==> src/rtl/capture_pkg.sv <==
// Shared types and helpers for the capture write path.
package capture_pkg;

  typedef enum logic [1:0] {
    ST_IDLE,
    ST_ARMED,
    ST_CAPTURE,
    ST_DRAIN
  } cap_state_e;

  // |i|+|q| needs one bit more than the wider component.
  function automatic int mag_bits(input int i_bits, input int q_bits);
    return ((i_bits > q_bits) ? i_bits : q_bits) + 1;
  endfunction

endpackage

==> src/rtl/capture_writer_if.sv <==
// Write channel (address/data plus write response) into the capture buffer.
interface capture_writer_if #(
  parameter int CAP_I_BITS     = 12,
  parameter int CAP_Q_BITS     = 12,
  parameter int CAP_INDEX_BITS = 10
);
  logic [CAP_INDEX_BITS-1:0]          m_axi_cap_waddr;
  logic [CAP_I_BITS+CAP_Q_BITS-1:0]   m_axi_cap_wdata;
  logic                               m_axi_cap_wvalid;
  logic                               s_axi_cap_wready;
  logic                               s_axi_cap_bvalid;
  logic                               s_axi_cap_bresp;
  logic                               m_axi_cap_bready;

  modport master (
    output m_axi_cap_waddr, m_axi_cap_wdata, m_axi_cap_wvalid, m_axi_cap_bready,
    input  s_axi_cap_wready, s_axi_cap_bvalid, s_axi_cap_bresp
  );

  modport slave (
    input  m_axi_cap_waddr, m_axi_cap_wdata, m_axi_cap_wvalid, m_axi_cap_bready,
    output s_axi_cap_wready, s_axi_cap_bvalid, s_axi_cap_bresp
  );
endinterface

==> src/rtl/iq_magnitude.sv <==
// Combinational L1 magnitude |i|+|q| of a signed I/Q pair, unsigned result.
module iq_magnitude #(
  parameter int I_BITS   = 12,
  parameter int Q_BITS   = 12,
  parameter int MAG_BITS = 13
) (
  input  logic signed [I_BITS-1:0] i_i,
  input  logic signed [Q_BITS-1:0] i_q,
  output logic [MAG_BITS-1:0]      o_mag
);
  logic [MAG_BITS-1:0] w_abs_i;
  logic [MAG_BITS-1:0] w_abs_q;

  // Sign-extend first so the most-negative code negates to 2^(N-1) exactly.
  always_comb begin
    w_abs_i = {{(MAG_BITS-I_BITS){i_i[I_BITS-1]}}, i_i};
    w_abs_q = {{(MAG_BITS-Q_BITS){i_q[Q_BITS-1]}}, i_q};
    if (i_i[I_BITS-1]) w_abs_i = ~w_abs_i + MAG_BITS'(1);
    if (i_q[Q_BITS-1]) w_abs_q = ~w_abs_q + MAG_BITS'(1);
    o_mag = w_abs_i + w_abs_q;
  end
endmodule

==> src/rtl/capture_writer.sv <==
// Triggered I/Q capture into the capture buffer write channel.
// Optional CAPTURE_DECIM_EN adds a decim port: keep every (decim+1)-th sample.
module capture_writer
  import capture_pkg::*;
#(
  parameter  int CAP_I_BITS        = 12,
  parameter  int CAP_Q_BITS        = 12,
  parameter  int CAP_INDEX_BITS    = 10,
  parameter  int CAP_BUFFER_LENGTH = 1024,
  parameter  int OUTSTANDING_MAX   = 4,
  localparam int MAG_BITS          = mag_bits(CAP_I_BITS, CAP_Q_BITS)
) (
  input  logic                         clk,
  input  logic                         rst_n,
  input  logic                         arm,
  input  logic                         force_trig,
  input  logic [MAG_BITS-1:0]          threshold,
  input  logic signed [CAP_I_BITS-1:0] in_i,
  input  logic signed [CAP_Q_BITS-1:0] in_q,
  input  logic                         in_valid,
  output logic                         in_ready,
`ifdef CAPTURE_DECIM_EN
  input  logic [7:0]                   decim,
`endif
  capture_writer_if.master             cap,
  output logic                         busy,
  output logic                         done,
  output logic                         err
);
  localparam int DATA_W = CAP_I_BITS + CAP_Q_BITS;
  localparam int OUT_W  = $clog2(OUTSTANDING_MAX + 1);
  localparam int LD_W   = $clog2(CAP_BUFFER_LENGTH + 1);
  localparam logic [OUT_W-1:0]          OUT_MAX   = OUT_W'(OUTSTANDING_MAX);
  localparam logic [LD_W-1:0]           LEN_CNT   = LD_W'(CAP_BUFFER_LENGTH);
  localparam logic [CAP_INDEX_BITS-1:0] LAST_ADDR = CAP_INDEX_BITS'(CAP_BUFFER_LENGTH - 1);

  cap_state_e                r_state;
  logic                      r_hold_valid;
  logic [CAP_INDEX_BITS-1:0] r_waddr;
  logic [DATA_W-1:0]         r_wdata;
  logic [OUT_W-1:0]          r_outst;
  logic [LD_W-1:0]           r_loaded;
  logic [7:0]                r_decim;
  logic [7:0]                r_dcnt;
  logic                      r_bready;
  logic                      r_busy;
  logic                      r_done;
  logic                      r_err;

  logic [MAG_BITS-1:0] w_mag;
  logic [7:0]          w_decim;
  logic [DATA_W-1:0]   w_sample;
  logic                w_wvalid;
  logic                w_wr_acc;
  logic                w_b_acc;
  logic                w_b_dec;
  logic                w_keep;
  logic                w_trig;
  logic                w_in_ready;
  logic                w_in_acc;

  iq_magnitude #(
    .I_BITS  (CAP_I_BITS),
    .Q_BITS  (CAP_Q_BITS),
    .MAG_BITS(MAG_BITS)
  ) u_mag (
    .i_i  (in_i),
    .i_q  (in_q),
    .o_mag(w_mag)
  );

`ifdef CAPTURE_DECIM_EN
  assign w_decim = decim;
`else
  assign w_decim = 8'd0;
`endif

  assign w_sample = {in_i, in_q};
  // Held data stays put while the response window is full; only valid drops.
  assign w_wvalid = r_hold_valid && (r_outst != OUT_MAX);
  assign w_wr_acc = w_wvalid && cap.s_axi_cap_wready;
  assign w_b_acc  = cap.s_axi_cap_bvalid && r_bready;
  assign w_b_dec  = w_b_acc && (r_outst != '0);
  assign w_keep   = (r_dcnt == 8'd0);
  assign w_trig   = in_valid && ((w_mag >= threshold) || force_trig);
  assign w_in_acc = in_valid && w_in_ready;

  // Samples that decimation will drop never need the holding register.
  always_comb begin
    w_in_ready = 1'b0;
    case (r_state)
      ST_ARMED:   w_in_ready = 1'b1;
      ST_CAPTURE: w_in_ready = (r_loaded < LEN_CNT) &&
                               (!w_keep || !r_hold_valid || w_wr_acc);
      default:    w_in_ready = 1'b0;
    endcase
  end

  always_ff @(posedge clk or negedge rst_n) begin
    if (!rst_n) begin
      r_state      <= ST_IDLE;
      r_hold_valid <= 1'b0;
      r_waddr      <= '0;
      r_wdata      <= '0;
      r_outst      <= '0;
      r_loaded     <= '0;
      r_decim      <= '0;
      r_dcnt       <= '0;
      r_bready     <= 1'b0;
      r_busy       <= 1'b0;
      r_done       <= 1'b0;
      r_err        <= 1'b0;
    end else begin
      r_bready <= 1'b1;
      r_done   <= 1'b0;
      if (w_wr_acc && !w_b_dec)      r_outst <= r_outst + OUT_W'(1);
      else if (!w_wr_acc && w_b_dec) r_outst <= r_outst - OUT_W'(1);
      if (w_b_acc && cap.s_axi_cap_bresp) r_err <= 1'b1;

      case (r_state)
        ST_IDLE: begin
          if (arm) begin
            r_state <= ST_ARMED;
            r_busy  <= 1'b1;
            r_err   <= 1'b0;
            r_decim <= w_decim;
          end
        end
        ST_ARMED: begin
          if (w_trig) begin
            r_state      <= ST_CAPTURE;
            r_hold_valid <= 1'b1;
            r_wdata      <= w_sample;
            r_waddr      <= '0;
            r_loaded     <= LD_W'(1);
            r_dcnt       <= r_decim;
          end
        end
        ST_CAPTURE: begin
          if (w_in_acc && w_keep) begin
            r_hold_valid <= 1'b1;
            r_wdata      <= w_sample;
            r_loaded     <= r_loaded + LD_W'(1);
          end else if (w_wr_acc) begin
            r_hold_valid <= 1'b0;
          end
          if (w_in_acc) r_dcnt <= w_keep ? r_decim : r_dcnt - 8'd1;
          if (w_wr_acc) begin
            r_waddr <= r_waddr + CAP_INDEX_BITS'(1);
            if (r_waddr == LAST_ADDR) r_state <= ST_DRAIN;
          end
        end
        ST_DRAIN: begin
          if (r_outst == '0) begin
            r_state <= ST_IDLE;
            r_busy  <= 1'b0;
            r_done  <= 1'b1;
          end
        end
        default: r_state <= ST_IDLE;
      endcase
    end
  end

  assign in_ready             = w_in_ready;
  assign cap.m_axi_cap_waddr  = r_waddr;
  assign cap.m_axi_cap_wdata  = r_wdata;
  assign cap.m_axi_cap_wvalid = w_wvalid;
  assign cap.m_axi_cap_bready = r_bready;
  assign busy                 = r_busy;
  assign done                 = r_done;
  assign err                  = r_err;
endmodule

==> src/flat_wrapper.sv <==
// flat-port wrapper written by rule: the top's interface ports become plain ports
module capture_writer_flat import capture_pkg::*;
#(
  parameter  int CAP_I_BITS        = 12,
  parameter  int CAP_Q_BITS        = 12,
  parameter  int CAP_INDEX_BITS    = 10,
  parameter  int CAP_BUFFER_LENGTH = 1024,
  parameter  int OUTSTANDING_MAX   = 4,
  localparam int MAG_BITS          = mag_bits(CAP_I_BITS, CAP_Q_BITS)
)
  (clk, rst_n, arm, force_trig, threshold, in_i, in_q, in_valid, in_ready, busy, done, err, cap_m_axi_cap_waddr, cap_m_axi_cap_wdata, cap_m_axi_cap_wvalid, cap_m_axi_cap_bready, cap_s_axi_cap_wready, cap_s_axi_cap_bvalid, cap_s_axi_cap_bresp);
  capture_writer_if #(.CAP_I_BITS(CAP_I_BITS), .CAP_Q_BITS(CAP_Q_BITS), .CAP_INDEX_BITS(CAP_INDEX_BITS)) cap_i ();
  input  logic clk;
  input  logic rst_n;
  input  logic arm;
  input  logic force_trig;
  input  logic [MAG_BITS-1:0] threshold;
  input  logic signed [CAP_I_BITS-1:0] in_i;
  input  logic signed [CAP_Q_BITS-1:0] in_q;
  input  logic in_valid;
  output logic in_ready;
  output logic busy;
  output logic done;
  output logic err;
  output wire logic [$bits(cap_i.m_axi_cap_waddr)-1:0] cap_m_axi_cap_waddr;
  output wire logic [$bits(cap_i.m_axi_cap_wdata)-1:0] cap_m_axi_cap_wdata;
  output wire logic [$bits(cap_i.m_axi_cap_wvalid)-1:0] cap_m_axi_cap_wvalid;
  output wire logic [$bits(cap_i.m_axi_cap_bready)-1:0] cap_m_axi_cap_bready;
  input wire logic [$bits(cap_i.s_axi_cap_wready)-1:0] cap_s_axi_cap_wready;
  input wire logic [$bits(cap_i.s_axi_cap_bvalid)-1:0] cap_s_axi_cap_bvalid;
  input wire logic [$bits(cap_i.s_axi_cap_bresp)-1:0] cap_s_axi_cap_bresp;
  assign cap_m_axi_cap_waddr = cap_i.m_axi_cap_waddr;
  assign cap_m_axi_cap_wdata = cap_i.m_axi_cap_wdata;
  assign cap_m_axi_cap_wvalid = cap_i.m_axi_cap_wvalid;
  assign cap_m_axi_cap_bready = cap_i.m_axi_cap_bready;
  assign cap_i.s_axi_cap_wready = cap_s_axi_cap_wready;
  assign cap_i.s_axi_cap_bvalid = cap_s_axi_cap_bvalid;
  assign cap_i.s_axi_cap_bresp = cap_s_axi_cap_bresp;
  capture_writer #(.CAP_I_BITS(CAP_I_BITS), .CAP_Q_BITS(CAP_Q_BITS), .CAP_INDEX_BITS(CAP_INDEX_BITS), .CAP_BUFFER_LENGTH(CAP_BUFFER_LENGTH), .OUTSTANDING_MAX(OUTSTANDING_MAX)) u_core (.clk(clk), .rst_n(rst_n), .arm(arm), .force_trig(force_trig), .threshold(threshold), .in_i(in_i), .in_q(in_q), .in_valid(in_valid), .in_ready(in_ready), .cap(cap_i), .busy(busy), .done(done), .err(err));
endmodule
==> config.mk <==
export PLATFORM = sky130hd
export DESIGN_NAME = capture_writer_flat
export DESIGN_NICKNAME = d
export VERILOG_FILES = /design/src/rtl/capture_pkg.sv /design/src/rtl/capture_writer_if.sv /design/src/rtl/iq_magnitude.sv /design/src/rtl/capture_writer.sv /design/src/flat_wrapper.sv
export SDC_FILE = /design/constraint.sdc
export NUM_CORES = 1
export LEC_CHECK = 0
export BUFFER_PORTS_ARGS = -buffer_cell sky130_fd_sc_hd__buf_2
export CAP_MARGIN = 20
export CORE_MARGIN = 2
export CORE_UTILIZATION = 35
export DETAILED_ROUTE_END_ITERATION = 12
export GPL_ROUTABILITY_DRIVEN = 0
export PLACE_DENSITY_LB_ADDON = 0.2
export SLEW_MARGIN = 20
export SYNTH_ARGS = -nofsm -noshare
export SYNTH_HDL_FRONTEND = slang
export SYNTH_SLANG_ARGS = --single-unit
==> constraint.sdc <==
create_clock -name clk -period 2.8 [get_ports clk]
set_input_delay 0.28 -clock clk [delete_from_list [all_inputs] [get_ports clk]]
set_output_delay 0.28 -clock clk [all_outputs]
set_load 0.01 [all_outputs]
== After elaboration in Yosys (flattened, before gate mapping) ==
Index checks and enable logic that the tools add are counted.
Word-level totals
  flip-flop bits (word level): 63
  bits of input ports: 45
  word-level logic and storage cells: 103
Operators by class
  add/sub/neg operators: 8
  $lt $le $gt $ge: 2
  equality and inequality tests: 13
  multiplexer cells: 36
  bitwise logic cells: 2
  reduce and logical (&&, ||, !) cells: 31
Operators by type and width (count)
  $mux 24: 2
  $pmux 24 s2: 1
  $add 13x1->13 const B: 2
  $mux 13: 2
  $not 13->13: 2
  $mux 8: 3
  $mux 11: 2
  $pmux 11 s2: 1
  $mux 10: 2
  $pmux 10 s2: 1
  $pmux 8 s2: 1
  $reduce_and 3->1: 5
  $add 13x13->13: 1
  $ge 13x13->1: 1
  $ne 2x1->1 const B: 6
  $add 11x1->11 const B: 1
  $logic_and 1x1->1: 11
  $lt 11x11->1 const B: 1
  $add 10x1->10 const B: 1
  $eq 10x10->1 const B: 1
  $mux 1: 10
  $mux 2: 5
  $logic_not 8->1: 1
  $pmux 2 s4: 1
  17 further kinds: 28

== Depth between registers and ports, before layout ==
Gate-level depths: netlist of run 1.
  word-level depth: 10
  gate-level depth with buffers: 21
  gate-level depth less buffers: 19

== Cells and area by module ==
From an unflattened synthesis of run 1, not the netlist that was laid out.
Second synthesis, totals
  cell total of the unflattened synthesis: 497
  area, all modules: 4549.4 µm²
Modules (own cells, without submodules)
  capture_writer: times used 1, cells an instance 357, area each 3548.4 µm², sequential area each 1576.5 µm²
  iq_magnitude: times used 1, cells an instance 140, area each 1001.0 µm², sequential area each 0.0 µm²

== Least setup slack after synthesis of run 1 ==
Ideal clock, no wire load.
  kind: input port to flip-flop
  start point: input port in_i[0]
  end point: register u_core.r_waddr[0], in the netlist u_core.cap.m_axi_cap_waddr[0]
  library setup time: 0.116 ns
  data arrival time: 4.347 ns
  data required time: 2.684 ns
  setup slack: -1.663 ns
  stages on the path: 19
  cell sequence: inv_1 -> ha_1 -> nand2b_1 -> xnor2_1 -> ha_1 -> nor2b_1 -> o21ai_0 -> or3b_2 -> a41oi_1 -> xnor2_1 -> ha_1 -> and4_1 -> a221o_1 -> a211oi_1 -> or2_2 -> buf_2 -> clkbuf_1 -> nand2_1 -> o311ai_0
Between the ends
  word-level cells in the longest chain between the ends: 9
RTL lines
  from (decl): line flat_wrapper.sv:18  | input logic signed [CAP_I_BITS-1:0] in_i;
  $not 13->13: line iq_magnitude.sv:18  | if (i_i[I_BITS-1]) w_abs_i = ~w_abs_i + MAG_BITS'(1);
  $add 13x1->13: line iq_magnitude.sv:18
  $mux 13 *: line iq_magnitude.sv:18
  $add 13x13->13 *: line iq_magnitude.sv:20  | o_mag = w_abs_i + w_abs_q;
  $ge 13x13->1 *: line capture_writer.sv:85  | assign w_trig = in_valid && ((w_mag >= threshold) || force_trig);
  $logic_or 1x1->1 *: line capture_writer.sv:85
  $logic_and 1x1->1 *: line capture_writer.sv:85
  $ne 2x1->1 (no source line) *
  $reduce_and 3->1 (no source line) *
  to (signal assigned): line capture_writer.sv:149  | r_waddr <= r_waddr + CAP_INDEX_BITS'(1);
  to (decl): line capture_writer.sv:39  | logic [CAP_INDEX_BITS-1:0] r_waddr;
Mark *: on every way between the ends. The rest lies on a longest branch, timed or not.
A chain may end at the register's enable or synchronous reset.

== Final worst setup path of run 1 ==
  start point: input port in_q[0]
  end point: register u_core.r_waddr[5], in the netlist u_core.cap.m_axi_cap_waddr[5]
Between the ends
  word-level cells in the longest chain between the ends: 9
RTL lines
  from (decl): line flat_wrapper.sv:19  | input logic signed [CAP_Q_BITS-1:0] in_q;
  $not 13->13: line iq_magnitude.sv:19  | if (i_q[Q_BITS-1]) w_abs_q = ~w_abs_q + MAG_BITS'(1);
  $add 13x1->13: line iq_magnitude.sv:19
  $mux 13 *: line iq_magnitude.sv:19
  $add 13x13->13 *: line iq_magnitude.sv:20
  $ge 13x13->1 *: line capture_writer.sv:85
  $logic_or 1x1->1 *: line capture_writer.sv:85
  $logic_and 1x1->1 *: line capture_writer.sv:85
  $ne 2x1->1 (no source line) *
  $reduce_and 3->1 (no source line) *
Marks and branches as above.

==> flow_summary_export.csv, run 1 <==
group,metric,value,unit
outcome,status,"complete, but fails checks",
outcome,violations,"negative setup slack",
clocking,h-tree-depth,3,
job,cap_viol_max_count,0,
power_and_ir_drop,p_comb_frac,0.642,
synth,synth_common_cells,"nand2_1 (106), dfrtp_1 (63), o21ai_0 (39)",
clocking,clk_pin_slew,0.06,ns
timing,maxSlewViolCount,0,
worst_hold_path,hp-class,"in -> reg",
synth,yosysTopAreaCell,"dfrtp_1",
power_and_ir_drop,pwr-share-seq,0.207,
synth,synth-main-ff-cell,"dfrtp_1",
synth,netlist.area_leader.share,0.362,
grt,gr-total-overflow,0,
synth,synth_area_leaders,"dfrtp_1 (36%), ha_1 (10%), nand2_1 (9.1%)",
worst_setup_path,critPathLaunch,"in_q[0]",
route,finalWirelength,13.3,mm
clocking,root_buffer,"clkbuf_16",
power_and_ir_drop,peakVddDrop,508,uV
grt,grt_pass1_vias,4606,
synth,synth_nets,593,
placement,hpwl,9.51,mm
worst_setup_path,cp-end-kind,"register",
route,ant_nets,0,
grt,grt_max_degree,38,
synth,ys_seq_area_frac,0.362,
timing,worst_slack,-1.07,ns
route,first_pass_iters,4,
worst_setup_path,crit_type,"in -> reg",
worst_setup_path,regToRegStartpoint,"u_core.r_dcnt[0]$_DFFE_PN0P_",
worst_hold_path,hold_end,"u_core.err$_DFF_PN0_",
timing,relSlewSlack,0.555,
route,first_iter_violations,145,
route,vias_per_cell,5.14,
finish,finalNonFillerCells,873,
worst_hold_path,hp-start,"arm",
power_and_ir_drop,p_sw_frac,0.423,
placement,place_inst,826,
power_and_ir_drop,clockPowerShare,0.150,
timing,clock.fmax,258,MHz
worst_setup_path,cp-start-kind,"input pin",
clocking,cts.sinks,63,
worst_setup_path,r2r_slack,-0.02,ns
synth,syn_avg_cell_area,8.53,sq um
synth,async_reset_ff_frac,1.00,
clocking,clockBufferDepth,2,
finish,layout-drive-gt1-share,0.455,
grt,grt_use_met3,0.0481,
route,wire_per_inst,15.3,microns
timing,min_period_over_period,1.38,
timing,hold_violations,0,
synth,synth_most_common_cell,"nand2_1",
finish,num_antenna_cells,0,
grt,grt_usage,0.205,
floorplanning,core-area,0.0121,sq mm
synth,synth-edff-count,0,
power_and_ir_drop,intPower,4.48,mW
power_and_ir_drop,leakage,3.34,nW
timing,rsz0062_at_grt,"true",
power_and_ir_drop,power_density,1130,mW/mm^2
worst_setup_path,reg2reg_depth,8,
floorplanning,num_rows,40,
floorplanning,io_pins,85,
floorplanning,initial_core_util,0.361,
grt,busiest_layer,"met2",
synth,synth.distinct_cells,59,
synth,netlist_instances,510,
finish,area_growth,58.1,%
floorplanning,die_w,115,microns
finish,finalNetCount,783,
timing,final-setup-viol-count,56,
grt,met2_usage,0.373,
worst_setup_path,worst-endpoint-required,3.07,ns
placement,io_buffers,84,
timing,period_needed,3.87,ns
grt,grt_pass1_wl,21.5,mm
timing,final.setup_skew,0.00633,ns
route,vias,4484,
floorplanning,die_h,115,microns
route,drc_errors,0,
clocking,insertion_delay,0.34,ns
timing,worst_slew_pin_slew,0.668,ns
synth,synth.yosys.warnings,0,
clocking,numCtsBuffers,9,
grt,antenna_found_initial,1,
worst_setup_path,critical_path_arrival,4.14,ns
synth,synth_area,0.00435,sq mm
floorplanning,die_area,0.0133,sq mm
power_and_ir_drop,switching_power,3.29,mW
grt,use_met1,0.233,
synth,yosys_register_bits,63,
clocking,cts_tree,"built",
worst_setup_path,crit_path_max_fanout,7,
worst_setup_path,r2r-end,"u_core.r_loaded[5]$_DFFE_PN0P_",
worst_hold_path,hold_depth,2,
power_and_ir_drop,total_power,7.76,mW
## power by group through the flow
stage / logic (mW) / clock network [mW] / registers, mW
finish: 4.99 / 1.17 / 1.61
global route: 5.42 / 1.23 / 1.66
CTS: 4.21 / 1.18 / 1.57
detailed placement: 3.36 / 0 / 1.55
global placement: 3.29 / 0 / 1.54
floorplan: 2.04 / 0 / 1.59
## logic make-up (layout without fill, tap and decap cells)
family,after synthesis,after routing,share of synthesized area
AO/OA/AOI/OAI,99,99,0.152
XOR/XNOR,30,30,0.0604
adder cells (fa/ha/maj),38,38,0.113
buffers and inverters,46,240,0.0406
flip-flops,63,63,0.362
multiplexers,9,9,0.0213
other,1,1,0.000862
AND/OR/NAND/NOR,224,225,0.249
## stage by stage
| stage | cell area (sq um) | setup TNS [ns] | hold WS, ns | setup WS [ns] | util |
|---|---|---|---|---|---|
| 2_1_floorplan | 4530 | -61.75 | -0.0156 | -1.28 | - |
| 3_3_place_gp | 5690 | -75.22 | 0.351 | -1.44 | 0.472 |
| 3_5_place_dp | 5690 | -79.72 | 0.354 | -1.52 | 0.472 |
| 4_1_cts | 6500 | -51.97 | 0.159 | -1.03 | 0.539 |
| 5_1_grt | 6880 | -62.86 | 0.167 | -1.22 | 0.570 |
| 6_report | 6880 | -54.44 | 0.163 | -1.07 | 0.570 |
## critical path, cell delays in order
cell and delay (ns):
buf_8 0.10, or3_4 0.39, or3_4 0.44, o31ai_4 0.23, xnor2_2 0.18, ha_4 0.25, a31o_2 0.25, a21oi_2 0.12
xnor2_1 0.09, ha_2 0.32, buf_4 0.10, and4_1 0.21, o211ai_1 0.15, buf_4 0.19, or2_4 0.29, or4_1 0.47
nand3_1 0.09
## timing repair
action / CTS / global route
setup endpoints to repair: 56 / 56
hold endpoints to repair: 2 / 0
gates resized for setup: 68 / 83
pin swaps: 43 / 40
hold buffers: 1 / 0
cloned: 4 / 2
setup buffers: 21 / 6
## sequential cells by signal (all words and copies together) (netlist names)
register,cells
u_core.cap.m_axi_cap_waddr,10
u_core.r_state,2
u_core.r_outst,3
u_core.r_loaded,11
u_core.busy,1
u_core.r_dcnt,8
u_core.err,1
u_core.done,1
u_core.cap.m_axi_cap_bready,1
u_core.r_hold_valid,1
u_core.cap.m_axi_cap_wdata,24
## worst max-delay path by stage
| stage | depth (start not counted) | to | slack [ns] |
|---|---|---|---|
| after CTS | 18 | u_core.cap.m_axi_cap_waddr[5]$_DFFE_PN0P_ | -1.03 |
| after detailed placement | 17 | u_core.r_loaded[5]$_DFFE_PN0P_ | -1.52 |
| after floorplan | 18 | u_core.r_loaded[5]$_DFFE_PN0P_ | -1.28 |
| after global routing | 17 | u_core.cap.m_axi_cap_waddr[5]$_DFFE_PN0P_ | -1.22 |
| final | 17 | u_core.cap.m_axi_cap_waddr[5]$_DFFE_PN0P_ | -1.07 |
| after global placement | 19 | u_core.r_loaded[5]$_DFFE_PN0P_ | -1.44 |
## placed cells by master (no fill, tap or decap), types with 4 or more instances in the layout
master     netlist  final
a21o_1           4      4
a21oi_1          9      7
and3_1           5      5
buf_12           0      4
buf_2            3     79
buf_4            0     90
buf_6            0     12
clkbuf_16        0     10
dfrtp_1         63     63
ha_1            36     31
ha_4             0      4
inv_1           31     26
inv_2            0      4
mux2i_1          7      7
nand2_1        106     66
nand2_2          0     28
nand2_4          0     12
nand2b_1        10      7
nand3_1         23     22
nor2_1          19     17
nor3_1          10      5
nor4_1           6      4
o21a_1           4      4
o21ai_0         39     14
o21ai_1          0     13
o21ai_2          0     12
o2bb2ai_1        6      5
or3_1           16      8
or3_4            0      8
or4_1            4      4
xnor2_1         20     14
xnor2_2          0      5
xor2_1          10     10
## layer usage
layer / vias up / share of wire
met3: 29 / 0.049
met2: 107 / 0.52
met5: - / 0.00098
li1: 2191 / -
met4: 2 / 0.021
met1: 2155 / 0.41
## layout make-up
class                           count  area [sq um]
Clock buffer                        9           225
Fill cell                        1065          5180
Inverter                           31           119
Timing Repair Buffer              193          1450
Multi-Input combinational cell    402          3220
Tap cell                          168           210
Sequential cell                    63          1580
Clock inverter                      7          82.6
Note: power is estimated with default switching activity, not from simulation.
==> inputs of run 2 (changes only) <==
- GPL_TIMING_DRIVEN: not set -> 0
==> flow_summary_export.csv, run 2 (synthesis results as in run 1) <==
group,metric,value,unit
timing,min_period_over_period,1.47,
finish,seqCellArea,0.00158,sq mm
placement,post-place-ws,-2.10,ns
timing,final-setup-viol-count,56,
finish,final_cell_mix,"buf_2 (77), dfrtp_1 (63), nand2_1 (54)",
finish,finalNonFillerCells,835,
clocking,h-tree-depth,3,
grt,busiest_layer,"met2",
timing,worst_slew_pin_slew,0.620,ns
outcome,status,"complete, but fails checks",
worst_hold_path,hp-class,"in -> reg",
clocking,numCtsBuffers,9,
grt,gr-total-overflow,0,
placement,hpwl,9.00,mm
power_and_ir_drop,peakVddDrop,633,uV
worst_setup_path,reg2reg_depth,9,
finish,layout-drive-gt1-share,0.460,
power_and_ir_drop,leakage,3.29,nW
grt,antenna_found_initial,0,
timing,maxSlewViolCount,0,
grt,grt_pass1_wl,21.0,mm
floorplanning,initial_core_util,0.361,
timing,relSlewSlack,0.587,
placement,io_buffers,84,
route,finalWirelength,13.6,mm
worst_setup_path,regToRegStartpoint,"u_core.r_dcnt[0]$_DFFE_PN0P_",
clocking,cts_tree,"built",
finish,fill_cells,1071,
placement,placed_area,0.00519,sq mm
floorplanning,num_rows,40,
worst_setup_path,cp-end-kind,"register",
clocking,root_buffer,"clkbuf_16",
timing,hold_violations,0,
finish,multi_input_area,0.00339,sq mm
worst_setup_path,r2r_slack,-0.19,ns
finish,area_growth,57.3,%
timing,clock.fmax,243,MHz
clocking,insertion_delay,0.33,ns
route,ant_nets,0,
clocking,cts.sinks,63,
route,first_iter_violations,188,
timing,final.setup_skew,0.00907,ns
clocking,clk_pin_slew,0.06,ns
job,cap_viol_max_count,0,
route,first_pass_iters,6,
worst_setup_path,crit_type,"in -> reg",
worst_setup_path,crit_end,"u_core.cap.m_axi_cap_waddr[6]$_DFFE_PN0P_",
grt,grt_pass1_vias,4393,
worst_setup_path,critPathLaunch,"in_q[3]",
finish,layout_commonest_cell,"buf_2",
timing,rsz0062_at_grt,"true",
grt,grt_max_degree,50,
worst_setup_path,cp-start-kind,"input pin",
floorplanning,die_w,115,microns
timing,period_needed,4.12,ns
route,vias_per_cell,5.20,
grt,grt_usage,0.200,
route,drc_errors,0,
worst_setup_path,r2r-end,"u_core.r_loaded[5]$_DFFE_PN0P_",
grt,grt_use_met3,0.0507,
finish,num_antenna_cells,0,
worst_setup_path,crit_path_max_fanout,6,
route,vias,4345,
finish,fin_area,0.00685,sq mm
floorplanning,core-area,0.0121,sq mm
finish,largest_reg_flops,24,
timing,hold_ws,0.142,ns
timing,worst_slack,-1.32,ns
floorplanning,die_h,115,microns
floorplanning,io_pins,85,
grt,use_met1,0.231,
outcome,violations,"negative setup slack",
floorplanning,die_area,0.0133,sq mm
timing,setup_tns,-67.93,ns
grt,met2_usage,0.361,
route,wire_per_inst,16.2,microns
worst_setup_path,worst-endpoint-required,3.07,ns
worst_setup_path,critical_path_arrival,4.39,ns
clocking,clockBufferDepth,2,
finish,finalNetCount,745,
placement,place_inst,763,
power_and_ir_drop,power_density,1190,mW/mm^2
-- run 2: worst min path at each step --
stage                     cells after the start                                  startpoint  slack, ns                                          to
final                                         3                                     in_q[5]       0.14   u_core.cap.m_axi_cap_wdata[5]$_DFFE_PN0P_
after global routing                          3                                     in_q[5]       0.15   u_core.cap.m_axi_cap_wdata[5]$_DFFE_PN0P_
after CTS                                     2                                         arm       0.16                        u_core.err$_DFF_PN0_
after detailed placement                      1                                       rst_n       0.17               u_core.r_outst[1]$_DFFE_PN0P_
after global placement                        2  u_core.cap.m_axi_cap_wdata[21]$_DFFE_PN0P_       0.46  u_core.cap.m_axi_cap_wdata[21]$_DFFE_PN0P_
after floorplan                               0                                       rst_n      -0.02                     u_core.busy$_DFFE_PN0P_
-- run 2: metal layers --
metal | share of wire | wire, microns
met5 | 0 | 0
met3 | 0.052 | 702
met1 | 0.41 | 5560
met4 | 0.012 | 160
met2 | 0.53 | 7150
-- run 2: worst max-delay path, stage by stage --
cell and delay (ns):
buf_8 0.10, or3_4 0.39, or3_4 0.43, o31ai_4 0.27, xnor2_2 0.11, ha_1 0.35
a21oi_1 0.14, o21a_1 0.22, xnor2_2 0.10, ha_1 0.32, a211oi_2 0.08, o211ai_1 0.17
buf_4 0.17, o211ai_1 0.08, buf_4 0.16, buf_6 0.11, or2_4 0.26, buf_8 0.15
or4_4 0.41, nand3_2 0.07
-- run 2: timing repair --
action / in CTS / in global routing
gates cloned: 4 / 5
gates resized for setup: 90 / 147
hold endpoints to repair: 14 / 0
setup buffers: 36 / 16
hold buffers: 1 / 0
pin swaps: 33 / 72
setup endpoints to repair: 56 / 56
-- run 2: per-stage QoR --
stage	util	total power, mW
finish	0.568	8.15
global placement	0.428	4.50
CTS	0.513	7.00
global route	0.568	8.69
detailed placement	0.431	4.59
floorplan	-	3.63
-- run 2: area by class of cell --
type	count	area share
Multi-Input combinational cell	401	0.495
Sequential cell	63	0.230
Timing Repair Buffer	142	0.161
Clock buffer	10	0.0349
Tap cell	168	0.0307
Buffer	14	0.0243
Inverter	31	0.0170
Clock inverter	6	0.00676
-- run 2: where the power goes --
part           internal (mW)  total [mW]  leakage (nW)  switching, mW
Combinational           2.71        5.48          2.36           2.77
Sequential              1.26        1.60         0.809          0.336
Clock                  0.624        1.07         0.123          0.445
Total                   4.60        8.15          3.29           3.55
